$ cat src/rtl/flopoco_fcmp_pkg.sv
// ============================================================================
//  Module : flopoco_fcmp_pkg
//  Brief  : Types and predicate evaluation shared by the FloPoCo compare pipe.
//  Rev    : 1.0  initial release
// ============================================================================
`default_nettype none

package flopoco_fcmp_pkg;

  typedef enum logic [1:0] {
    EXC_ZERO   = 2'b00,
    EXC_NORMAL = 2'b01,
    EXC_INF    = 2'b10,
    EXC_NAN    = 2'b11
  } exc_t;

  typedef enum logic [2:0] {
    OP_LT  = 3'd0,
    OP_LE  = 3'd1,
    OP_EQ  = 3'd2,
    OP_NE  = 3'd3,
    OP_GT  = 3'd4,
    OP_GE  = 3'd5,
    OP_ORD = 3'd6,
    OP_UNO = 3'd7
  } fcmp_op_t;

  typedef struct packed {
    logic zero;
    logic normal;
    logic inf;
    logic nan;
    logic sign;
  } fcmp_dec_t;

  typedef struct packed {
    fcmp_dec_t x;
    fcmp_dec_t y;
    fcmp_op_t  op;
    logic      mag_lt;
    logic      mag_eq;
    logic      mag_gt;
  } fcmp_s0_t;

  typedef struct packed {
    logic result;
    logic unordered;
    logic sig;        // signaling predicate saw a NaN
  } fcmp_res_t;

  function automatic fcmp_res_t fcmp_eval(input fcmp_s0_t s);
    fcmp_res_t r;
    logic      unord;
    logic      eq;
    logic      lt;
    logic      gt;
    unord = s.x.nan | s.y.nan;
    eq = ~unord & ((s.x.zero & s.y.zero) |
                   (s.x.inf & s.y.inf & (s.x.sign == s.y.sign)) |
                   (s.x.normal & s.y.normal & (s.x.sign == s.y.sign) & s.mag_eq));
    lt = 1'b0;
    if (!unord) begin
      if (s.x.zero) begin
        lt = (s.y.normal | s.y.inf) & ~s.y.sign;
      end else if (s.x.normal) begin
        // Two negatives: the larger magnitude is the smaller value
        if (s.x.sign)
          lt = s.y.zero | ((s.y.normal | s.y.inf) & ~s.y.sign) |
               (s.y.normal & s.y.sign & s.mag_gt);
        else
          lt = (s.y.inf & ~s.y.sign) | (s.y.normal & ~s.y.sign & s.mag_lt);
      end else if (s.x.inf & s.x.sign) begin
        lt = ~(s.y.inf & s.y.sign);
      end
    end
    gt = ~unord & ~lt & ~eq;
    case (s.op)
      OP_LT:   r.result = lt;
      OP_LE:   r.result = lt | eq;
      OP_EQ:   r.result = eq;
      OP_NE:   r.result = ~eq;
      OP_GT:   r.result = gt;
      OP_GE:   r.result = gt | eq;
      OP_ORD:  r.result = ~unord;
      default: r.result = unord;
    endcase
    r.unordered = unord;
    r.sig = unord & ((s.op == OP_LT) | (s.op == OP_LE) | (s.op == OP_GT) | (s.op == OP_GE));
    return r;
  endfunction

endpackage

`default_nettype wire

$ cat src/rtl/flopoco_fcmp_decode.sv
// ============================================================================
//  Module : flopoco_fcmp_decode
//  Brief  : Classifies both operands and compares their {exp,frac} magnitudes.
//  Rev    : 1.0  initial release
// ============================================================================
`default_nettype none

module flopoco_fcmp_decode
  import flopoco_fcmp_pkg::*;
#(
  parameter int WE = 8,
  parameter int WF = 8
) (
  input  logic [WE+WF+2:0] i_x,
  input  logic [WE+WF+2:0] i_y,
  output fcmp_dec_t        o_dx,
  output fcmp_dec_t        o_dy,
  output logic             o_mag_lt,
  output logic             o_mag_eq,
  output logic             o_mag_gt
);

  exc_t              w_ex;
  exc_t              w_ey;
  logic [WE+WF-1:0]  w_mx;
  logic [WE+WF-1:0]  w_my;

  assign w_ex = exc_t'(i_x[WE+WF+2 -: 2]);
  assign w_ey = exc_t'(i_y[WE+WF+2 -: 2]);
  assign w_mx = i_x[WE+WF-1:0];
  assign w_my = i_y[WE+WF-1:0];

  always_comb begin
    o_dx.zero   = (w_ex == EXC_ZERO);
    o_dx.normal = (w_ex == EXC_NORMAL);
    o_dx.inf    = (w_ex == EXC_INF);
    o_dx.nan    = (w_ex == EXC_NAN);
    o_dx.sign   = i_x[WE+WF];
    o_dy.zero   = (w_ey == EXC_ZERO);
    o_dy.normal = (w_ey == EXC_NORMAL);
    o_dy.inf    = (w_ey == EXC_INF);
    o_dy.nan    = (w_ey == EXC_NAN);
    o_dy.sign   = i_y[WE+WF];
  end

  assign o_mag_lt = (w_mx < w_my);
  assign o_mag_eq = (w_mx == w_my);
  assign o_mag_gt = (w_mx > w_my);

endmodule

`default_nettype wire

$ cat src/rtl/flopoco_fcmp_pipe.sv
// ============================================================================
//  Module : flopoco_fcmp_pipe
//  Brief  : Valid/ready pipelined FloPoCo float comparator, eight predicates.
//           Define FCMP_SIGNALING_EN for the sticky invalid flag.
//  Rev    : 1.0  initial release
// ============================================================================
`default_nettype none

module flopoco_fcmp_pipe
  import flopoco_fcmp_pkg::*;
#(
  parameter int WE     = 8,
  parameter int WF     = 8,
  parameter int STAGES = 2
) (
  input  logic             clk,
  input  logic             rst,
  input  logic             in_valid,
  output logic             in_ready,
  input  logic [WE+WF+2:0] X,
  input  logic [WE+WF+2:0] Y,
  input  logic [2:0]       op,
  output logic             out_valid,
  input  logic             out_ready,
  output logic             result,
  output logic             unordered
`ifdef FCMP_SIGNALING_EN
  ,
  output logic             invalid,
  input  logic             inv_clr
`endif
);

  if (STAGES < 1 || STAGES > 4) begin : g_bad_stages
    $error("flopoco_fcmp_pipe: STAGES must be in 1..4");
  end

  fcmp_dec_t          w_dx;
  fcmp_dec_t          w_dy;
  logic               w_mag_lt;
  logic               w_mag_eq;
  logic               w_mag_gt;
  fcmp_s0_t           w_s0;
  logic [STAGES-1:0]  r_v;
  logic [STAGES-1:0]  w_ld;
  fcmp_res_t          r_res;

  flopoco_fcmp_decode #(.WE(WE), .WF(WF)) u_decode (
    .i_x      (X),
    .i_y      (Y),
    .o_dx     (w_dx),
    .o_dy     (w_dy),
    .o_mag_lt (w_mag_lt),
    .o_mag_eq (w_mag_eq),
    .o_mag_gt (w_mag_gt)
  );

  always_comb begin
    w_s0.x      = w_dx;
    w_s0.y      = w_dy;
    w_s0.op     = fcmp_op_t'(op);
    w_s0.mag_lt = w_mag_lt;
    w_s0.mag_eq = w_mag_eq;
    w_s0.mag_gt = w_mag_gt;
  end

  // A stage loads unless it and every stage after it are full and the output is stalled
  for (genvar gi = 0; gi < STAGES; gi++) begin : g_stage
    logic w_src;
    if (gi == 0) begin : g_first
      assign w_src = in_valid;
    end else begin : g_next
      assign w_src = r_v[gi-1];
    end
    assign w_ld[gi] = out_ready | ~(&r_v[STAGES-1:gi]);
    always_ff @(posedge clk or posedge rst) begin
      if (rst)
        r_v[gi] <= 1'b0;
      else if (w_ld[gi])
        r_v[gi] <= w_src;
    end
  end

  if (STAGES == 1) begin : g_single
    always_ff @(posedge clk or posedge rst) begin
      if (rst)
        r_res <= '0;
      else if (w_ld[0])
        r_res <= fcmp_eval(w_s0);
    end
  end else begin : g_multi
    fcmp_s0_t r_pay [STAGES-1];
    always_ff @(posedge clk) begin
      if (w_ld[0])
        r_pay[0] <= w_s0;
      for (int i = 1; i < STAGES-1; i++)
        if (w_ld[i])
          r_pay[i] <= r_pay[i-1];
    end
    always_ff @(posedge clk or posedge rst) begin
      if (rst)
        r_res <= '0;
      else if (w_ld[STAGES-1])
        r_res <= fcmp_eval(r_pay[STAGES-2]);
    end
  end

  assign in_ready  = w_ld[0];
  assign out_valid = r_v[STAGES-1];
  assign result    = r_res.result;
  assign unordered = r_res.unordered;

`ifdef FCMP_SIGNALING_EN
  always_ff @(posedge clk or posedge rst) begin
    if (rst)
      invalid <= 1'b0;
    else if (out_valid & out_ready & r_res.sig)
      invalid <= 1'b1;
    else if (inv_clr)
      invalid <= 1'b0;
  end
`else
  logic w_unused_sig;
  assign w_unused_sig = r_res.sig;
`endif

endmodule

`default_nettype wire

$ cat config.mk
export PLATFORM = sky130hd
export DESIGN_NAME = flopoco_fcmp_pipe
export DESIGN_NICKNAME = d
export VERILOG_FILES = /design/src/rtl/flopoco_fcmp_pkg.sv /design/src/rtl/flopoco_fcmp_decode.sv /design/src/rtl/flopoco_fcmp_pipe.sv
export SDC_FILE = /design/constraint.sdc
export NUM_CORES = 1
export LEC_CHECK = 0
export ABC_AREA = 1
export CORE_UTILIZATION = 48
export DETAILED_ROUTE_END_ITERATION = 10
export GPL_TIMING_DRIVEN = 0
export PLACE_DENSITY_LB_ADDON = 0.15
export SETUP_SLACK_MARGIN = 0.2
export SYNTH_ARGS = -nofsm -noshare
export SYNTH_HDL_FRONTEND = slang
export SYNTH_SLANG_ARGS = --single-unit
$ cat constraint.sdc
create_clock -name clk -period 3.58 [get_ports clk]
set_input_delay 0.716 -clock clk [delete_from_list [all_inputs] [get_ports clk]]
set_output_delay 0.716 -clock clk [all_outputs]
set_load 0.02 [all_outputs]
; ---- After elaboration in Yosys (flattened, before gate mapping)
; Memory sizes are Yosys's and may differ from the RTL's.
; Index checks and enable logic that the tools add are counted.
[op_classes]
n_shift = 0
mux = 9
mul = 0
eq_ne = 14
n_addsub = 0
magnitude_cmp = 2
bitwise_logic = 35
div = 0
reduce_logical = 4
[op_table]
columns = op, n
row1 = $and 1x1->1, 17
row2 = $eq 16x16->1, 1
row3 = $gt 16x16->1, 1
row4 = $lt 16x16->1, 1
row5 = $or 1x1->1, 11
row6 = $eq 3x3->1 const B, 3
row7 = $eq 2x2->1 const B, 4
row8 = $mux 1, 8
row9 = $not 1->1, 7
row10 = $pmux 1 s7, 1
row11 = $eq 3x2->1 const B, 2
row12 = $eq 2x1->1 const B, 2
row13 = $logic_not 2->1, 2
row14 = $eq 3x1->1 const B, 1
row15 = $logic_not 3->1, 1
row16 = $reduce_and 2->1, 1
row17 = $eq 1x1->1, 1
[totals]
out_inout_bits = 4
ram_bits = 16
word_cells = 69
inputBits = 45
ff_bits = 4
latchBits = 0
rom_bits = 0
n_memories = 1
[memory_table]
columns = name, depth, word_bits, read_ports, rd_clocked_by_memory_dff, write_ports, line_no
row1 = g_multi.r_pay, 1, 16, 1, 0, 1, flopoco_fcmp_pipe.sv:92  ; fcmp_s0_t r_pay [STAGES-1];

; ---- Longest topological paths before layout
[logic_depth]
ltp_word = 14
ltp_mapped = 12
mapped_depth_nobuf = 12

; ---- Hierarchy
; Synthesis repeated with hierarchy kept, for this count alone.
[hier_totals]
hier_cells = 170
hier_area_um2 = 1357.6
[modules_own_cells]
columns = mod, area_per_inst_um2, seq_area_each_um2, cells_each, n_inst
row1 = flopoco_fcmp_pipe, 850.8, 580.6, 81, 1
row2 = flopoco_fcmp_decode, 506.7, 0.0, 89, 1

; ---- Worst setup path before layout
; OpenSTA, ideal clock, no wires.
[synth_path]
path_kind = input -> output
from = input port out_ready
to = output port in_ready
t_required_ns = 2.864
t_arrival_ns = 1.393
stages = 2
path_slack_ns = 1.471
path_buffers = 0
cell_sequence = nor2_1 nand2_1
[synth_via]
elab_chain_len = 1
[synth_rtl]
columns = element, line_no
row1 = "start, declared", flopoco_fcmp_pipe.sv:24  ; input logic out_ready,
row2 = $or 1x1->1, flopoco_fcmp_pipe.sv:75  ; assign w_ld[gi] = out_ready | ~(&r_v[STAGES-1:gi]);
row3 = "end, declared", flopoco_fcmp_pipe.sv:19  ; output logic in_ready,
; No other way between the ends.

; ---- Worst setup path in the final report
; Same ends and word-level chain as after synthesis.

==> impl_metrics.json <==
{
  "status": "finished clean",
  "p_int_w": 0.000480,
  "grt-ovfl-total": 0,
  "met3_length_um": 94,
  "portBuffers": 48,
  "rsz0062_at_grt": "no",
  "ys.warnings.count": 0,
  "wl_met2_um": 1410,
  "place_area_mm2": 0.00185,
  "p_per_area_mw_per_mm2": 332,
  "vias_per_cell": 4.92,
  "drc": 0,
  "grt_util_all_layers_pct": 17.7,
  "arrival_ps": 2390,
  "fin_crit_ps": 3110,
  "cts_resized": 0,
  "cts_hold_buf": 0,
  "setup_viol": 0,
  "hold_viol": 0,
  "cts.clk_slew.worst_paths_ps": 100,
  "irDropWorstVdd_v": 0.000407,
  "p_clk_share_pct": 28.1,
  "relSlewSlack_pct": 73.7,
  "hold_path.class": "reg -> reg",
  "dr.pass1.iters": 4,
  "drt-total-wl_um": 2440,
  "core_area_mm2": 0.00254,
  "fillers": 184,
  "root_buffer": "clkbuf_4",
  "synth.distinct_cells": 27,
  "syn-num-nets": 219,
  "initial_utilization_pct": 52.4,
  "gp_congestion": 0.687,
  "cts_buffers": 3,
  "path_max_fanout": 18,
  "yosys.area.top_type": "edfxtp_1",
  "cts_setup_buffers": 0,
  "synth_top_area_share_pct": 36.0,
  "ant_nets": 0,
  "p_leak_nw": 0.927,
  "synth.ff_latch_count": 20,
  "num_vias": 1180,
  "wl_met1_um": 900,
  "dpl.hpwl_um": 2180,
  "stdcell_area_mm2": 0.00191,
  "n_antenna_cell": 0,
  "cts_tree": "built",
  "chipHeight_um": 54.7,
  "fmax_mhz": 322,
  "setup_tns_ps": 0,
  "grt_pass1_vias": 1007,
  "num_rows": 18,
  "antenna_found_initial": 0,
  "syn-cell-area_mm2": 0.00133,
  "pin_count": 49,
  "syn_to_final_growth_pct": 43.0,
  "switching_share_pct": 24.1,
  "critPathLaunchType": "primary input",
  "drt_iter0_drc": 27,
  "maxSlewViolCount": 0,
  "avgSynthCellArea_um2": 8.44,
  "combPwrFrac_pct": 25.4,
  "grt_max_degree": 19,
  "crit_required_ps": 2860,
  "clockBufferDepth": 2,
  "maxCapViolCount": 0,
  "grt_pass1_wl_um": 3700,
  "clk_latency_ps": 290,
  "htree_levels": 1,
  "fp.dieArea_mm2": 0.00299,
  "end_kind": "primary output",
  "synth.yosys.seq_area_share_pct": 43.5,
  "cts_num_sinks": 20,
  "crit_type": "in -> out",
  "highest_layer": "met4",
  "drive_gt1_share_pct": 6.19,
  "die_w_um": 54.7,
  "layout_worst_path_cycle_share_pct": 86.8,
  "ys_top_cells_by_area": "edfxtp_1 (36%), ha_1 (15%), inv_1 (9.8%)",
  "p_sw_w": 0.000152,
  "fin_skew_ps": 4.94,
  "nets": 272,
  "syn_inst": 158,
  "wire_per_inst_um": 10.2,
  "tightest_slew_ps": 394,
  "p_seq_share_pct": 46.6
}
[cell usage in the layout, fill, tap and decap left out, types with 2 or more instances in the layout]
master,netlist,final
nand2_2,2,3
nand2_1,35,34
dfrtp_1,4,4
edfxtp_1,16,16
clkdlybuf4s50_1,0,48
nand4_1,3,3
a21oi_1,9,9
ha_1,16,16
inv_1,35,35
nor2_1,13,13
o211ai_1,2,2
nand3_1,6,6
o21ai_0,2,2
clkbuf_4,0,3
[cells in the mapped netlist]
master	n
edfxtp_1	16
a21oi_2	1
nand4_1	3
nand3b_1	1
o31ai_1	1
nand2_1	35
inv_1	35
nor2_1	13
or2_2	1
nor4_2	1
nor2_4	1
inv_2	1
clkinv_1	1
a21oi_1	9
o21ai_1	1
a41oi_1	1
nor3_1	1
dfrtp_1	4
o21ai_0	2
nor3b_1	1
nand2_2	2
xnor2_1	1
o211ai_1	2
ha_1	16
nor2_2	1
nand3_1	6
a211oi_1	1
[through the flow]
step           utilization (%)  total power [W]  hold WS (ps)  worst slack [ps]  cells
5_1_grt                   74.9         0.000672           512               357    240
2_1_floorplan                -         0.000380           440              1470    158
4_1_cts                   74.8         0.000639           500               269    240
3_5_place_dp              72.8         0.000461           477               277    236
6_report                  74.9         0.000632           497               474    240
3_3_place_gp              72.8         0.000452           449               296    236
[power by group through the flow]
stage	sequential [W]	clock [W]	combinational, W
3_5_place_dp	0.000300	0	0.000161
6_report	0.000294	0.000177	0.000160
3_3_place_gp	0.000298	0	0.000154
4_1_cts	0.000295	0.000182	0.000162
5_1_grt	0.000298	0.000194	0.000180
2_1_floorplan	0.000303	0	0.0000770
[routing by layer]
metal,GRT usage (%),vias to the layer above
met1,16.3,529
met5,0,-
met4,10.3,0
met2,35.5,30
met3,2.50,2
li1,-,619
[path summary, 6_finish.rpt]
check                          start  slack, ps             endpoint  depth (start not counted)
hold / removal                result        500               result                          2
hold reg to reg               result        500               result                          2
setup / recovery           out_ready        470             in_ready                          4
setup reg to reg           out_valid       2230  g_multi.r_pay[0][7]                          3
max in group asynchronous        rst       2820            unordered                          2
min in group asynchronous        rst        600            out_valid                          2
[critical path: stages]
cell             delay [ps]
clkdlybuf4s50_1         400
nor2_1                  300
nand2_2                 330
clkdlybuf4s50_1         630
[registers in the layout, indices dropped and copies added, names as in the netlist]
signal         count
unordered          1
result             1
g_stage.w_src      1
out_valid          1
g_multi.r_pay     16
[logic make-up (layout without fill, tap and decap cells)]
family	count (synthesis)	after routing	share of synthesized area [%]
compound gates	18	18	8.07
buf+inv	37	89	10.4
xor+xnor	1	1	0.657
flops	20	20	43.5
simple gates	66	66	22.3
fa+ha+maj	16	16	15.0
[cell type report]
class	instances	area, µm²	area share [%]
Multi-Input combinational cell	101	617	32.3
Sequential cell	20	581	30.4
Timing Repair Buffer	48	480	25.2
Inverter	37	139	7.28
Tap cell	30	37.5	1.97
Clock inverter	1	30.0	1.57
Clock buffer	3	22.5	1.18
No activity file was read; power rests on OpenSTA's default activity.
